--- src/rtl/sobel_3x3.sv ---
// -----------------------------------------------------------------------------
// sobel_3x3
// Purpose : Sobel edge detector that follows the 3-line buffer. Each valid
//           pixel shifts one column of three vertically aligned taps into a
//           3x3 window. The block outputs (|Gx|+|Gy|) >> SHIFT, saturated to
//           the pixel width, one output pixel per input pixel. The latency is
//           fixed at three clocks and there is no backpressure. Border pixels
//           whose window is incomplete are forced to zero: these are the first
//           two pixels of each line and every pixel of the first two lines.
// Ports   : clk         pixel clock
//           rst         synchronous active-high reset
//           tap0_i      current line pixel (window bottom row)
//           tap1_i      line n-1 pixel (window middle row)
//           tap2_i      line n-2 pixel (window top row)
//           dv_i        taps valid this cycle
//           line_end    single-cycle end-of-line pulse
//           frame_start single-cycle start-of-frame pulse
//           data_o      edge magnitude
//           dv_o        data_o valid
//           line_end_o  line_end delayed to line up with data_o
// -----------------------------------------------------------------------------
module sobel_3x3 #(
    parameter int COLORDEPTH  = 8,
    parameter int SCREENWIDTH = 1600,
    parameter int SHIFT       = 2
) (
    input  logic                  clk,
    input  logic                  rst,
    input  logic [COLORDEPTH-1:0] tap0_i,
    input  logic [COLORDEPTH-1:0] tap1_i,
    input  logic [COLORDEPTH-1:0] tap2_i,
    input  logic                  dv_i,
    input  logic                  line_end,
    input  logic                  frame_start,
    output logic [COLORDEPTH-1:0] data_o,
    output logic                  dv_o,
    output logic                  line_end_o
);

    localparam int CW = $clog2(SCREENWIDTH + 1);
    localparam int GW = COLORDEPTH + 3;   // signed gradient width
    localparam int MW = COLORDEPTH + 4;   // unsigned magnitude width
    localparam logic [COLORDEPTH-1:0] MAXV = '1;

    // ---------------------------------------------------------------- counters
    logic [CW-1:0] r_col_cnt;
    logic [1:0]    r_row_cnt;

    // When line_end coincides with dv_i, the pixel sees the old count (the
    // border flag below reads the registered value) and the count then clears.
    always_ff @(posedge clk) begin
        if (rst) begin
            r_col_cnt <= '0;
        end else if (line_end) begin
            r_col_cnt <= '0;
        end else if (dv_i && (r_col_cnt != CW'(SCREENWIDTH))) begin
            r_col_cnt <= r_col_cnt + 1'b1;
        end
    end

    // frame_start wins over a simultaneous line_end.
    always_ff @(posedge clk) begin
        if (rst) begin
            r_row_cnt <= '0;
        end else if (frame_start) begin
            r_row_cnt <= '0;
        end else if (line_end && (r_row_cnt != 2'd2)) begin
            r_row_cnt <= r_row_cnt + 1'b1;
        end
    end

    // ------------------------------------------------------ stage 1: window
    // w_p[r][c]: row 0 = top (tap2), row 2 = bottom (tap0); column 2 = newest.
    logic [2:0][2:0][COLORDEPTH-1:0] w_p;
    logic [2:0][COLORDEPTH-1:0]      w_tap;

    assign w_tap[0] = tap2_i;
    assign w_tap[1] = tap1_i;
    assign w_tap[2] = tap0_i;

    genvar gi;
    generate
        for (gi = 0; gi < 3; gi++) begin : g_row
            logic [2:0][COLORDEPTH-1:0] r_p;
            always_ff @(posedge clk) begin
                if (rst) begin
                    r_p <= '0;
                end else if (dv_i) begin
                    r_p[0] <= r_p[1];
                    r_p[1] <= r_p[2];
                    r_p[2] <= w_tap[gi];
                end
            end
            assign w_p[gi] = r_p;
        end
    endgenerate

    logic r_v1, r_b1;
    always_ff @(posedge clk) begin
        if (rst) begin
            r_v1 <= 1'b0;
            r_b1 <= 1'b0;
        end else begin
            r_v1 <= dv_i;
            r_b1 <= (r_col_cnt < CW'(2)) || (r_row_cnt < 2'd2);
        end
    end

    // --------------------------------------------------- stage 2: gradients
    // Each weighted sum is at most 4*(2^COLORDEPTH-1), which fits in GW bits.
    // The modular difference is therefore the exact signed gradient.
    logic [GW-1:0] w_gx_r, w_gx_l, w_gy_b, w_gy_t;

    assign w_gx_r = GW'(w_p[0][2]) + (GW'(w_p[1][2]) << 1) + GW'(w_p[2][2]);
    assign w_gx_l = GW'(w_p[0][0]) + (GW'(w_p[1][0]) << 1) + GW'(w_p[2][0]);
    assign w_gy_b = GW'(w_p[2][0]) + (GW'(w_p[2][1]) << 1) + GW'(w_p[2][2]);
    assign w_gy_t = GW'(w_p[0][0]) + (GW'(w_p[0][1]) << 1) + GW'(w_p[0][2]);

    logic signed [GW-1:0] r_gx, r_gy;
    logic                 r_v2, r_b2;
    always_ff @(posedge clk) begin
        if (rst) begin
            r_gx <= '0;
            r_gy <= '0;
            r_v2 <= 1'b0;
            r_b2 <= 1'b0;
        end else begin
            r_gx <= w_gx_r - w_gx_l;
            r_gy <= w_gy_b - w_gy_t;
            r_v2 <= r_v1;
            r_b2 <= r_b1;
        end
    end

    // --------------------------------------------------- stage 3: magnitude
    logic [GW-1:0]         w_abs_gx, w_abs_gy;
    logic [MW-1:0]         w_sum, w_m;
    logic [COLORDEPTH-1:0] w_sat;

    assign w_abs_gx = r_gx[GW-1] ? GW'(-r_gx) : GW'(r_gx);
    assign w_abs_gy = r_gy[GW-1] ? GW'(-r_gy) : GW'(r_gy);
    assign w_sum    = MW'(w_abs_gx) + MW'(w_abs_gy);
    assign w_m      = w_sum >> SHIFT;
    assign w_sat    = (w_m > MW'(MAXV)) ? MAXV : w_m[COLORDEPTH-1:0];

    always_ff @(posedge clk) begin
        if (rst) begin
            data_o <= '0;
            dv_o   <= 1'b0;
        end else begin
            dv_o <= r_v2;
            if (r_v2) begin
                data_o <= r_b2 ? '0 : w_sat;
            end
        end
    end

    // line_end runs through a bare delay line that ignores dv_i.
    logic [2:0] r_le_pipe;
    always_ff @(posedge clk) begin
        if (rst) begin
            r_le_pipe <= '0;
        end else begin
            r_le_pipe <= {r_le_pipe[1:0], line_end};
        end
    end
    assign line_end_o = r_le_pipe[2];

endmodule

--- config.mk ---
export PLATFORM = sky130hd
export DESIGN_NAME = sobel_3x3
export DESIGN_NICKNAME = d
export VERILOG_FILES = /design/src/rtl/sobel_3x3.sv
export SDC_FILE = /design/constraint.sdc
export NUM_CORES = 1
export LEC_CHECK = 0
export CORE_UTILIZATION = 28
export DETAILED_ROUTE_END_ITERATION = 6
export PLACE_DENSITY = 0.47
export SLEW_MARGIN = 15
export SYNTH_ARGS = -nofsm -noshare
export SYNTH_HDL_FRONTEND = slang
export SYNTH_SLANG_ARGS = --single-unit
--- constraint.sdc ---
create_clock -name clk -period 4 [get_ports clk]
set_input_delay 1 -clock clk [delete_from_list [all_inputs] [get_ports clk]]
set_output_delay 1 -clock clk [all_outputs]
set_load 0.03 [all_outputs]
==> flow_metrics.tcl, run 1 <==
set metrics [dict create \
    nets 890 \
    utilization_pct 34.0 \
    cpMaxStageDelayCell "fa_1" \
    num_vias 4643 \
    cp-end-kind "flop" \
    worstPathCellList "inv_1 > fa_1 > fa_1 > fa_1 > ha_1 > nor2b_1 > o21a_1 > nor2_2 > o21ai_1 > o41ai_1 > mux2_2" \
    pwr-share-clk_pct 32.8 \
    required_ns 4.30 \
    place_area_sq_um 7890 \
    drc_errors 0 \
    viasPerCell 4.22 \
    ys_seq_area_share_pct 34.3 \
    area_growth_pct 19.3 \
    die_h_um 162 \
    die_w_um 162 \
    maxCapViolations 0 \
    gp_congestion 0.719 \
    io_buffers 38 \
    clk_pin_slew_ns 0.05 \
    grt_max_degree 89 \
    stdcell_count 1101 \
    mostFrequentLayoutCell "dfxtp_1" \
    hpwlAfterDp_um 10000 \
    synth_flop_cell "dfxtp_1" \
    diodes 0 \
    ant_nets 0 \
    status "finished, final reports clean" \
    grt_first_pass_wirelength_um 23300 \
    cts.sinks 123 \
    cp-start-kind "flop" \
    postCtsHoldBufs 0 \
    finalPower_mw 5.25 \
    rrSetupSlack_ns 0.36 \
    track_usage_pct 11.2 \
    hold_violations 0 \
    power.density_nw_per_um2 614 \
    fin_skew_ns 0.0105 \
    relSlewSlack_pct 36.8 \
    final_cell_area_sq_um 8550 \
    drt-initial-drc-count 247 \
    setup_slack_ns 0.357 \
    syn_area_per_cell_sq_um 9.91 \
    rsz0062_at_grt "false" \
    ys_ff_latch 123 \
    synthArstFlopShare_pct 0 \
    h-tree-depth 4 \
    drt-total-wl_um 13500 \
    yosysTopAreaCell "dfxtp_1" \
    pre_cts_slack_ns 0.336 \
    min_period_ns 3.64 \
    synth_top_area_share_pct 34.3 \
    p_sw_share_pct 33.5 \
    clk_latency_ns 0.41 \
    internal_power_mw 3.49 \
    place_inst 1071 \
    io_pins 39 \
    period_share_pct 91.1 \
    cts_resized 0 \
    synth_edf_count 0 \
    worst_pin_slew_ns 0.948 \
    synthesis.nets 854 \
    dr.pass1.iters 5 \
    finalSetupTns_ns 0 \
    core_area_sq_um 25200 \
    hold_path.class "reg -> reg" \
    max_freq_mhz 274 \
    cp_common_cell "fa_1" \
    worstPathArrival_ns 3.94 \
    cts-buffers-inserted 17 \
    finalSetupViolCount 0 \
    p_switching_mw 1.76 \
    cts-root-buf "clkbuf_16" \
    wl_per_cell_um 12.2 \
    cts_max_path_buffers 2 \
    synth_cells 724 \
    antenna_found_initial 0 \
    cts_tree "done" \
    layout-drive-gt1-share_pct 6.74 \
    ys_top_cells_by_area "dfxtp_1 34%, fa_1 17%, mux2i_1 10%, ha_1 6.8%, nor2_1 5.8%" \
    peakVddDrop_v 0.000278 \
    leakage_nw 3.56 \
    post_cts_buffers 0 \
    holdWs_ns 0.435 \
    grt_overflow_total 0 \
    grt_pass1_vias 4744 \
    path_max_fanout 3 \
    initial_core_util_pct 28.5 \
    die_area_sq_um 26300 \
    rows 58 \
    crit_type "reg -> reg" \
    netlist_area_sq_um 7170 \
    slowest_delay_ns 0.52 \
    ys_warn_count 0 \
    ys_types 49 \
    final_max_slew_viol_count 0 \
    layout_common_cells "123 x dfxtp_1, 111 x nor2_1, 90 x inv_1, 73 x mux2i_1, 62 x fa_1" \
    combPwrFrac_pct 38.6 \
    seq_power_share_pct 28.6 \
]
power by group through the flow:
| stage | registers (mW) | clock network, mW | logic (mW) |
|---|---|---|---|
| 4_1_cts | 1.51 | 1.78 | 2.08 |
| 5_1_grt | 1.53 | 1.83 | 2.31 |
| 2_1_floorplan | 1.52 | 0 | 1.63 |
| 3_5_place_dp | 1.53 | 0 | 2.07 |
| 6_report | 1.50 | 1.72 | 2.03 |
| 3_3_place_gp | 1.53 | 0 | 2.06 |
cell families (layout without fill, tap and decap cells):
logic type      Yosys count  after routing  synth area share (%)
fa+ha+maj               101            101                  24.1
buf+inv                 113            160                  6.02
compound gates           64             64                  7.00
xor+xnor                 42             42                  5.13
flops                   123            123                  34.3
simple gates            206            206                  12.9
mux                      75             75                  10.6
path summary, 6_finish.rpt:
path / start / depth (start not counted) / end
min reg2reg: data_o[5] / 2 / data_o[5]
max reg2reg: g_row[2].r_p[3] / 11 / r_gx[9]
min: data_o[5] / 2 / data_o[5]
max: g_row[2].r_p[3] / 11 / r_gx[9]
state kept, by name, summed over array words and instances (netlist names):
register	cells
g_row.r_p	72
r_col_cnt	11
r_gx	11
r_gy	11
data_o	8
r_le_pipe	3
r_row_cnt	2
dv_o	1
r_b1	1
r_b2	1
r_v1	1
r_v2	1
synthesized netlist by cell type, types with 5 or more instances:
master / n
a21o_1: 6
a21oi_1: 10
buf_2: 6
clkbuf_1: 16
dfxtp_1: 123
fa_1: 62
ha_1: 39
inv_1: 90
mux2i_1: 73
nand2_1: 36
nand2b_1: 7
nand3_1: 8
nor2_1: 111
nor2b_1: 18
nor3_1: 7
o21ai_0: 14
o41ai_1: 5
xnor2_1: 31
xor2_1: 11
worst max-delay path: cells and delay by family (launching register included):
kind	cells	cell delay (ns)
AO/OA/AOI/OAI	3	0.57
buffers and inverters	1	0.08
AND/OR/NAND/NOR	2	0.30
flip-flops	1	0.37
multiplexers	1	0.37
adder cells (fa/ha/maj)	4	1.83
per-layer routing:
metal  up-vias  share of wire (%)  global-route usage (%)
met5         -                  0                       0
met4         0               0.94                    3.47
met3         8                2.7                    3.01
met2        43                 48                    18.3
met1      2180                 48                    14.4
li1       2412                  -                       -
cell type report:
cell class,instances,area (sq um)
clock buffer,24,502
clock inverter,6,158
fill,2557,16600
inverter,90,338
multi-input combinational,488,4280
sequential,123,2460
tap,330,413
timing repair buffer,40,403
(Power assumes the default switching activity.)
==> run 2, diff against run 1 <==
- CAP_MARGIN: default -> 20
- PLACE_DENSITY: 0.47 -> default
- PLACE_DENSITY_LB_ADDON: default -> 0.12
==> flow_metrics.tcl, run 2 (synthesis gave the netlist of run 1 again) <==
set metrics [dict create \
    status "finished, final reports clean" \
    cts_resized 0 \
    place_area_sq_um 7900 \
    finalSetupTns_ns 0 \
    cts-buffers-inserted 17 \
    min-delay-start "r_le_pipe[0]" \
    leakage_nw 3.52 \
    worst_pin_slew_ns 0.927 \
    peakVddDrop_v 0.000250 \
    met1_usage_pct 14.6 \
    worstPathCellList "inv_1 > fa_1 > fa_1 > fa_1 > ha_1 > a21o_1 > a21oi_2 > o211ai_1 > a21o_1 > a21o_1 > mux2_4" \
    diodes 0 \
    num_vias 4700 \
    area_growth_pct 18.0 \
    hold_violations 0 \
    io_buffers 38 \
    drc_errors 0 \
    cts.sinks 123 \
    grt_first_pass_wirelength_um 23700 \
    cp-start-kind "flop" \
    place_inst 1072 \
    worstPathArrival_ns 3.96 \
    fin_skew_ns 0.0113 \
    critPathTopFamily "adder cells" \
    mostFrequentLayoutCell "dfxtp_1" \
    final_cell_area_sq_um 8460 \
    track_usage_pct 11.4 \
    cts_max_path_buffers 2 \
    rows 58 \
    maxCapViolations 0 \
    top_register "g_row.r_p" \
    io_pins 39 \
    max_freq_mhz 273 \
    post_cts_buffers 0 \
    timing.rr.start "g_row[0].r_p[18]" \
    relSlewSlack_pct 38.2 \
    largest_reg_flops 72 \
    die_area_sq_um 26300 \
    rsz0062_at_grt "false" \
    layout-drive-gt1-share_pct 6.87 \
    pre_cts_slack_ns 0.338 \
    stdcell_count 1102 \
    drt-initial-drc-count 137 \
    finalSetupViolCount 0 \
    path_max_fanout 4 \
    critPathBufInv 1 \
    drt-total-wl_um 13700 \
    antenna_found_initial 0 \
    cts-root-buf "clkbuf_16" \
    nets 891 \
    cts_tree "done" \
    layout_common_cells "123 x dfxtp_1, 111 x nor2_1, 90 x inv_1, 73 x mux2i_1, 62 x fa_1" \
    grt_pass1_vias 4900 \
    ant_nets 0 \
    crit_type "reg -> reg" \
    viasPerCell 4.26 \
    wl_per_cell_um 12.5 \
    setup_slack_ns 0.337 \
    grt_max_degree 87 \
    min_period_ns 3.66 \
    crit_path_start "g_row[0].r_p[18]" \
    h-tree-depth 4 \
    die_w_um 162 \
    final_max_slew_viol_count 0 \
    clk_latency_ns 0.42 \
    holdWs_ns 0.433 \
    gp_congestion 0.747 \
    postCtsHoldBufs 0 \
    use_met2_pct 18.5 \
    period_share_pct 91.6 \
    busiest_layer "met2" \
    grt_overflow_total 0 \
    hold_path.class "reg -> reg" \
    power.density_nw_per_um2 593 \
    cpMaxStageDelayCell "fa_1" \
    dr.pass1.iters 4 \
    die_h_um 162 \
    cp-end-kind "flop" \
    hpwlAfterDp_um 10500 \
    core_area_sq_um 25200 \
    initial_core_util_pct 28.5 \
    required_ns 4.30 \
    slowest_delay_ns 0.52 \
    gr-usage-met3_pct 2.86 \
    clk_pin_slew_ns 0.05 \
]
run 2: changes by cell type in the layout (fill, tap and decap cells not counted):
| cell | change |
|---|---|
| buf_4 | +1 |
| bufinv_16 | -3 |
| clkbuf_8 | -3 |
| clkinv_2 | +6 |
run 2: worst register-to-register path, stage by stage (launching register included):
cell and delay, ns:
dfxtp_1 0.41, inv_1 0.09, fa_1 0.49, fa_1 0.52, fa_1 0.52, ha_1 0.31
a21o_1 0.17, a21oi_2 0.18, o211ai_1 0.16, a21o_1 0.21, a21o_1 0.20, mux2_4 0.29
run 2: power breakdown:
group / switching (mW) / internal [mW]
sequential: 0.139 / 1.37
clock: 0.543 / 0.935
combinational: 1.09 / 0.944
total: 1.77 / 3.25
run 2: final timing paths:
check                 endpoint  depth (start not counted)  slack [ns]
setup reg to reg       r_gy[8]                         11        0.34
hold / removal    r_le_pipe[1]                          1        0.43
hold reg to reg   r_le_pipe[1]                          1        0.43
setup / recovery       r_gy[8]                         11        0.34
run 2: metrics by stage:
step                util (%)  total power, mW
floorplan                  -             3.15
global placement        31.4             3.60
detailed placement      31.4             3.61
CTS                     33.6             5.13
global route            33.6             5.42
finish                  33.6             5.01
run 2: metal layers:
metal | vias up | wire [um]
met3 | 13 | 281
met5 | - | 0
li1 | 2408 | -
met4 | 0 | 165
met2 | 31 | 6740
met1 | 2248 | 6560
run 2: cell type report:
cell class / instances / area (sq um)
well taps: 330 / 413
clock inverters: 9 / 97.6
repair buffers: 41 / 410
multi-input cells: 488 / 4280
flip-flops and latches: 123 / 2460
fillers: 2554 / 16700
clock buffers: 21 / 460
inverters: 90 / 338
